[src/rtl/scene_pkg.sv]
// Shared types, colours and shape geometry for object_column_gen.
// Rock geometry is always declared here; whether rocks appear is set by OBJECT_ROCK_EN.
package scene_pkg;

  typedef enum logic [1:0] {
    OBJ_NONE  = 2'd0,
    OBJ_BENCH = 2'd1,
    OBJ_TREE  = 2'd2,
    OBJ_ROCK  = 2'd3
  } obj_t;

  typedef enum logic {
    S_GAP = 1'b0,
    S_OBJ = 1'b1
  } state_t;

  localparam int MY_W = 10;
  localparam int TREE_W  = 6;
  localparam int ROCK_W  = 4;

  localparam logic [2:0] SKY    = 3'b011;
  localparam logic [2:0] GROUND = 3'b010;
  localparam logic [2:0] WOOD   = 3'b110;
  localparam logic [2:0] TRUNK  = 3'b100;
  localparam logic [2:0] LEAF   = 3'b010;
  localparam logic [2:0] ROCK   = 3'b111;

  // Row offsets are heights above the ground line: 1 is row GROUND_Y-1.
  localparam int SEAT_LO     = 5;
  localparam int SEAT_HI     = 6;
  localparam int LEG_HI      = 4;
  localparam int LEG_COL_L   = 1;
  localparam int LEG_COL_R   = 8;
  localparam int TRUNK_HI    = 10;
  localparam int TRUNK_COL_L = 2;
  localparam int TRUNK_COL_R = 3;
  localparam int CANOPY_LO   = 11;
  localparam int CANOPY_HI   = 20;
  localparam int ROCK_HI     = 3;

  localparam logic [4:0] R_BENCH_LIM = 5'd8;
  localparam logic [4:0] R_TREE_LIM  = 5'd16;

  function automatic logic [4:0] obj_width(input obj_t t);
    logic [4:0] w;
    case (t)
      OBJ_BENCH: w = 5'(MY_W);
      OBJ_TREE:  w = 5'(TREE_W);
      OBJ_ROCK:  w = 5'(ROCK_W);
      default:   w = 5'd1;
    endcase
    return w;
  endfunction

  function automatic logic [2:0] shape_colour(input obj_t t, input int col, input int h);
    logic [2:0] c;
    c = SKY;
    case (t)
      OBJ_BENCH: begin
        if (h >= SEAT_LO && h <= SEAT_HI)
          c = WOOD;
        else if (h >= 1 && h <= LEG_HI && (col == LEG_COL_L || col == LEG_COL_R))
          c = WOOD;
      end
      OBJ_TREE: begin
        if (h >= 1 && h <= TRUNK_HI && col >= TRUNK_COL_L && col <= TRUNK_COL_R)
          c = TRUNK;
        else if (h >= CANOPY_LO && h <= CANOPY_HI)
          c = LEAF;
      end
      OBJ_ROCK: begin
        if (h >= 1 && h <= ROCK_HI)
          c = ROCK;
      end
      default: c = SKY;
    endcase
    return c;
  endfunction

endpackage

[src/rtl/lfsr_gen.sv]
// Fibonacci LFSR with taps LFSR_W, 22, 2, 1; a zero SEED is replaced by 1.
// The MSB tap guarantees a nonzero state never shifts to all zeros.
module lfsr_gen #(
  parameter int                LFSR_W = 32,
  parameter logic [LFSR_W-1:0] SEED   = 32'hABCB4DA5
) (
  input  logic              clock,
  input  logic              resetn,
  input  logic              enable,
  output logic [LFSR_W-1:0] q
);

  localparam logic [LFSR_W-1:0] SEED_NZ = (SEED == '0) ? LFSR_W'(1) : SEED;

  logic [LFSR_W-1:0] q_q;
  logic [LFSR_W-1:0] q_d;
  logic              fb;

  always_comb begin
    fb  = q_q[LFSR_W-1] ^ q_q[21] ^ q_q[1] ^ q_q[0];
    q_d = q_q;
    if (enable)
      q_d = {q_q[LFSR_W-2:0], fb};
  end

  always_ff @(posedge clock) begin
    if (!resetn)
      q_q <= SEED_NZ;
    else
      q_q <= q_d;
  end

  assign q = q_q;

endmodule

[src/rtl/object_column_gen.sv]
// Colour generator for the newly exposed rightmost column of a left-scrolling scene.
// Objects are picked by an LFSR; define OBJECT_ROCK_EN to allow rocks.
module object_column_gen
  import scene_pkg::*;
#(
  parameter int                SCREEN_H = 120,
  parameter int                Y_W      = 7,
  parameter int                GROUND_Y = 80,
  parameter int                COLOUR_W = 3,
  parameter int                LFSR_W   = 32,
  parameter logic [LFSR_W-1:0] SEED     = 32'hABCB4DA5,
  parameter int                MIN_GAP  = 4,
  parameter int                INIT_GAP = 4
) (
  input  logic                clock,
  input  logic                resetn,
  input  logic                enable,
  input  logic [Y_W-1:0]      y,
  input  logic                last_col,
  input  logic [COLOUR_W-1:0] right_colour,
  output logic [COLOUR_W-1:0] colour,
  output logic [1:0]          obj_type,
  output logic                spawn
);

`ifdef OBJECT_ROCK_EN
  localparam logic [4:0] R_ROCK_LIM = 5'd20;
`endif

  state_t              state_q, state_d;
  logic [4:0]          col_left_q, col_left_d;
  logic [4:0]          obj_col_q, obj_col_d;
  obj_t                obj_type_q, obj_type_d;
  logic                spawn_q, spawn_d;
  logic [COLOUR_W-1:0] colour_q, colour_d;

  logic [LFSR_W-1:0]   lfsr_q;
  logic [4:0]          r;
  logic                col_end;
  logic [COLOUR_W-1:0] pix_colour;
  logic [2:0]          shape;
  int                  height;
  obj_t                new_type;
  logic                unused_lfsr_hi;

  lfsr_gen #(
    .LFSR_W (LFSR_W),
    .SEED   (SEED)
  ) u_lfsr (
    .clock  (clock),
    .resetn (resetn),
    .enable (enable),
    .q      (lfsr_q)
  );

  assign r              = lfsr_q[4:0];
  assign unused_lfsr_hi = ^lfsr_q[LFSR_W-1:8];
  assign col_end        = enable && last_col && (y == Y_W'(SCREEN_H - 1));

  always_comb begin
    height = GROUND_Y - int'(y);
    shape  = shape_colour(obj_type_q, int'(obj_col_q), height);
`ifndef OBJECT_ROCK_EN
    // Rock can never be current here; masking lets the rock rows drop out.
    if (obj_type_q == OBJ_ROCK)
      shape = SKY;
`endif
    if (int'(y) >= GROUND_Y)
      pix_colour = COLOUR_W'(GROUND);
    else if (!last_col)
      pix_colour = right_colour;
    else
      pix_colour = COLOUR_W'(shape);
  end

  always_comb begin
    state_d    = state_q;
    col_left_d = col_left_q;
    obj_col_d  = obj_col_q;
    obj_type_d = obj_type_q;
    spawn_d    = 1'b0;
    colour_d   = colour_q;
    new_type   = OBJ_NONE;

    if (enable)
      colour_d = pix_colour;

    if (col_end) begin
      if (col_left_q > 5'd1) begin
        col_left_d = col_left_q - 5'd1;
        obj_col_d  = obj_col_q + 5'd1;
      end else begin
        obj_col_d = 5'd0;
        case (state_q)
          S_GAP: begin
            if (r < R_BENCH_LIM)
              new_type = OBJ_BENCH;
            else if (r < R_TREE_LIM)
              new_type = OBJ_TREE;
`ifdef OBJECT_ROCK_EN
            else if (r < R_ROCK_LIM)
              new_type = OBJ_ROCK;
`endif
            if (new_type != OBJ_NONE) begin
              state_d    = S_OBJ;
              obj_type_d = new_type;
              col_left_d = obj_width(new_type);
              spawn_d    = 1'b1;
            end else begin
              col_left_d = 5'(MIN_GAP);
            end
          end
          S_OBJ: begin
            state_d    = S_GAP;
            obj_type_d = OBJ_NONE;
            col_left_d = 5'(MIN_GAP) + 5'(lfsr_q[7:5]);
          end
          default: begin
            state_d    = S_GAP;
            obj_type_d = OBJ_NONE;
            col_left_d = 5'(MIN_GAP);
          end
        endcase
      end
    end
  end

  always_ff @(posedge clock) begin
    if (!resetn) begin
      state_q    <= S_GAP;
      col_left_q <= 5'(INIT_GAP);
      obj_col_q  <= 5'd0;
      obj_type_q <= OBJ_NONE;
      spawn_q    <= 1'b0;
      colour_q   <= COLOUR_W'(SKY);
    end else begin
      state_q    <= state_d;
      col_left_q <= col_left_d;
      obj_col_q  <= obj_col_d;
      obj_type_q <= obj_type_d;
      spawn_q    <= spawn_d;
      colour_q   <= colour_d;
    end
  end

  assign colour   = colour_q;
  assign obj_type = obj_type_q;
  assign spawn    = spawn_q;

endmodule

[config.mk]
export PLATFORM = sky130hd
export DESIGN_NAME = object_column_gen
export DESIGN_NICKNAME = d
export VERILOG_FILES = /design/src/rtl/scene_pkg.sv /design/src/rtl/lfsr_gen.sv /design/src/rtl/object_column_gen.sv
export SDC_FILE = /design/constraint.sdc
export NUM_CORES = 1
export LEC_CHECK = 0
export BUFFER_PORTS_ARGS = -buffer_cell sky130_fd_sc_hd__buf_4
export CAP_MARGIN = 20
export CORE_MARGIN = 2
export CORE_UTILIZATION = 55
export CTS_CLUSTER_SIZE = 25
export DETAILED_ROUTE_END_ITERATION = 10
export PLACE_DENSITY_LB_ADDON = 0.3
export SLEW_MARGIN = 40
export SYNTH_ARGS = -nofsm -noshare
export SYNTH_HDL_FRONTEND = slang
export SYNTH_SLANG_ARGS = --single-unit
export TNS_END_PERCENT = 10
[constraint.sdc]
create_clock -name clock -period 2.8 [get_ports clock]
set_input_delay 0.7 -clock clock [delete_from_list [all_inputs] [get_ports clock]]
set_output_delay 0.7 -clock clock [all_outputs]
set_load 0.02 [all_outputs]
==> summary.md <==
| Metric | Value |
|---|---|
| Status | finished, final reports clean |
| Worst-skew pair later-pin latency | 300 ps |
| Routed WL | 4751 um |
| Non-filler instance count after layout | 363 |
| Largest net degree at the start of global routing | 44 |
| DIE AREA | 0.005349 mm2 |
| CP Data Required Time | 2990 ps |
| Synth Register Bits | slightly below 50 |
| Post-synth EDFFs | 0 |
| Post-synthesis compound-gate area fraction | 0.1528 |
| Die Ht | 73.14 um |
| TritonCTS Buffers | 5 |
| Vias in the first global route | 1886 |
| DP Cell Count | 355 |
| Finished Cell Area | 0.002879 mm2 |
| Largest family of logic cells by synthesized area | simple AND/OR/NAND/NOR gates |
| Kind of critical path | in -> reg |
| Gr ovfl total | 0 |
| Number of synthesis warnings | 0 |
| Leak | 1.211 nW |
| Most common cell after layout, fill and taps aside | dfxtp_1 |
| Async S/R FF share, synth | 0 |
| Core area | about 0.0047 mm2 |
| Startpoint type of the worst setup path | primary input |
| Critical Path Start | y[0] |
| Hold Buf Count CTS | 0 |
| Post_cts resized | 0 |
| Commonest non-fill, non-tap cells in the layout | dfxtp_1 (49), mux2i_1 (34), nand2_1 (30) |
| Routability cong. | 0.9034 |
| Worst Hold Margin | 478.6 ps |
| Die Span X | 73.14 um |
| Final WS setup | just over 300 ps |
| Std cell rows | 25 |
| Cell area power density | 466.4 mW/mm2 |
| R2R Path Start | obj_type[0] |
| R2R Setup Slk | around 380 ps |
| Antenna Cells | 0 |
| Area growth syn-to-layout | 9.519% |
| Slew headroom | 0.5952 |
| Minimum clock period | 2493 ps |
| Critical path capture point type | flop |
| Worst setup path end | colour[0] |
| Area of the multi-input gates | 0.001491 mm2 |
| DRT Pass-1 Iters | 4 |
| Avg Cell Area, Syn | approximately 9.0 um2 |
| # nets final | 335 |
| First-pass GRT wire length | about 8400 um |
| Max Cap Viol | 0 |
| IO Port Bufs | 19 |
| Min-Delay Startpoint | u_lfsr.q[11] |
| Crit path max fanout | 11 |
| Post-DP Area | 0.002788 mm2 |
| RSZ-0062 raised after global routing | false |
| DR WL/cell | 13.09 um |
| Final hold violation count | 0 |
| Peak VDD IR | 0.5585 mV |
| RR Endpoint | colour[0] |
| Reg clk slew, reported paths | roughly 90 ps |
| Initial Utilization | 0.5640 |
| Post-Synth Adder-Cell Area | 0.06188 |
| Remaining DRCs | 0 |
| Xor and xnor area share after synthesis | 0.02665 |
| Post-synth cell types | 55 |
| Sequential share of the synthesized area | 0.3732 |
| Dpl hpwl | 3421 um |
| Endpoints failing setup | 0 |
| Cell Area, Synth | around 0.0026 mm2 |
| Simple-gate portion of the synthesized area | 0.1923 |
| Number of fillers in the final layout | between 400 and 500 |
| Worst Skew | 9.135 ps |
| DR vias | a little over 2000 |
| Storage element area | ~980 um2 |
| Max-slew violations | 0 |
| Fmax | 401.2 MHz |
| R2r worst-path depth | 7 |
| Post-CTS Setup Inserts | 0 |
| # IOs | 20 |
| Place WS | 49.76 ps |
| Primary FF master, synth | dfxtp_1 |
| Fraction of synthesized area in multiplexers | 0.1337 |
| Detailed-route vias per instance | 5.669 |
| Post-Synthesis Cells | 291 |
| Antenna violations before repair | 0 |
| Period utilization | 0.8902 |
| Clock root buffer | clkbuf_8 |
| CTS Sinks | 49 |
| Gr usage total | 0.1960 |
| Detailed Route Iter0 Violations | 95 |
| HP Class | reg -> reg |
| Syn_nets | 318 |
| CP Data Arrival Time | approximately 2700 ps |
| H-tree depth | 2 |
| Antenna viol nets, final | 0 |
| Share of cells above drive strength 1 | 0.1294 |
| Worst slew pin tran | about 600 ps |
| TritonCTS clock tree | done |
| CTS Buffer Depth | 2 |
| Fin Setup TNS | 0 ps |
-- per-layer routing --
metal,track usage,vias to the layer above,share of wire,routed length [um]
li1,-,1062,-,-
met1,0.2584,957,0.46,2206
met2,0.3283,33,0.49,2326
met3,0.03867,6,0.034,160
met4,0.04938,0,0.012,58
met5,0,-,0,0
-- layout make-up --
class | instances | share of cell area
sequential | 49 | 0.3407
tap | 54 | 0.02347
timing repair buffer | 25 | 0.06519
inverter | 16 | 0.02086
multi-input combinational | 211 | 0.5180
clock inverter | 3 | 0.007823
clock buffer | 5 | 0.02390
-- cell families after synthesis --
family	after synthesis
multiplexers	35
flip-flops	49
XOR/XNOR	8
adder cells (fa/ha/maj)	13
AO/OA/AOI/OAI	59
AND/OR/NAND/NOR	96
buffers and inverters	31
-- where the power goes --
part	leakage (nW)	internal [mW]	switching (mW)	total [mW]
Sequential	0.403	0.734	0.0224	0.756
Clock	0.0481	0.177	0.229	0.406
Combinational	0.760	0.0869	0.0936	0.181
-- how the worst min path moves through the flow --
| stage | cells past startpoint | to |
|---|---|---|
| after floorplan | 2 | u_lfsr.q[10] |
| after detailed placement | 2 | u_lfsr.q[19] |
| after CTS | 2 | u_lfsr.q[19] |
| after global placement | 2 | u_lfsr.q[25] |
| final | 2 | u_lfsr.q[11] |
| after global routing | 2 | u_lfsr.q[24] |
-- through the flow --
stage	power, mW	utilization
2_1_floorplan	0.9078	-
3_3_place_gp	0.9484	0.5981
3_5_place_dp	0.9529	0.5981
4_1_cts	1.358	0.6177
5_1_grt	1.411	0.6177
6_report	1.343	0.6177
-- critical path, stage by stage --
cell       delay [ps]
buf_4             150
inv_1              90
ha_1              170
or3b_1            390
nor4_1            230
a31oi_1           110
a2111oi_1         480
o21ai_0           150
a41o_1            220
-- registers in the layout, indices dropped and copies added, names as in the netlist --
name        count
spawn           1
obj_type        2
state_q         1
col_left_q      5
colour          3
obj_col_q       5
u_lfsr.q       32
-- synth_stat cells (2+ instances only) --
master,number,area share
and4_1,2,0.0067
nor2b_1,18,0.043
clkbuf_1,7,0.010
nor3_1,5,0.0095
a31oi_1,3,0.0071
a21boi_0,4,0.011
o22ai_1,2,0.0048
nand2_1,30,0.043
nand3_1,2,0.0038
xor2_1,3,0.010
a211oi_1,3,0.0086
o21ai_1,3,0.0057
mux2i_1,34,0.13
a21oi_1,8,0.015
or4_1,2,0.0057
dfxtp_1,49,0.37
o21ai_0,14,0.027
nor2_1,16,0.023
nand2b_1,5,0.012
and3_1,2,0.0048
inv_1,16,0.023
nor4_1,4,0.0095
o211ai_1,2,0.0057
ha_1,13,0.062
buf_4,4,0.011
xnor2_1,5,0.017
buf_6,2,0.0086
nand4_1,2,0.0048
o21a_1,3,0.0086
a2bb2oi_1,2,0.0067
o221ai_1,2,0.0067
Note: power is estimated with default switching activity, not from simulation.
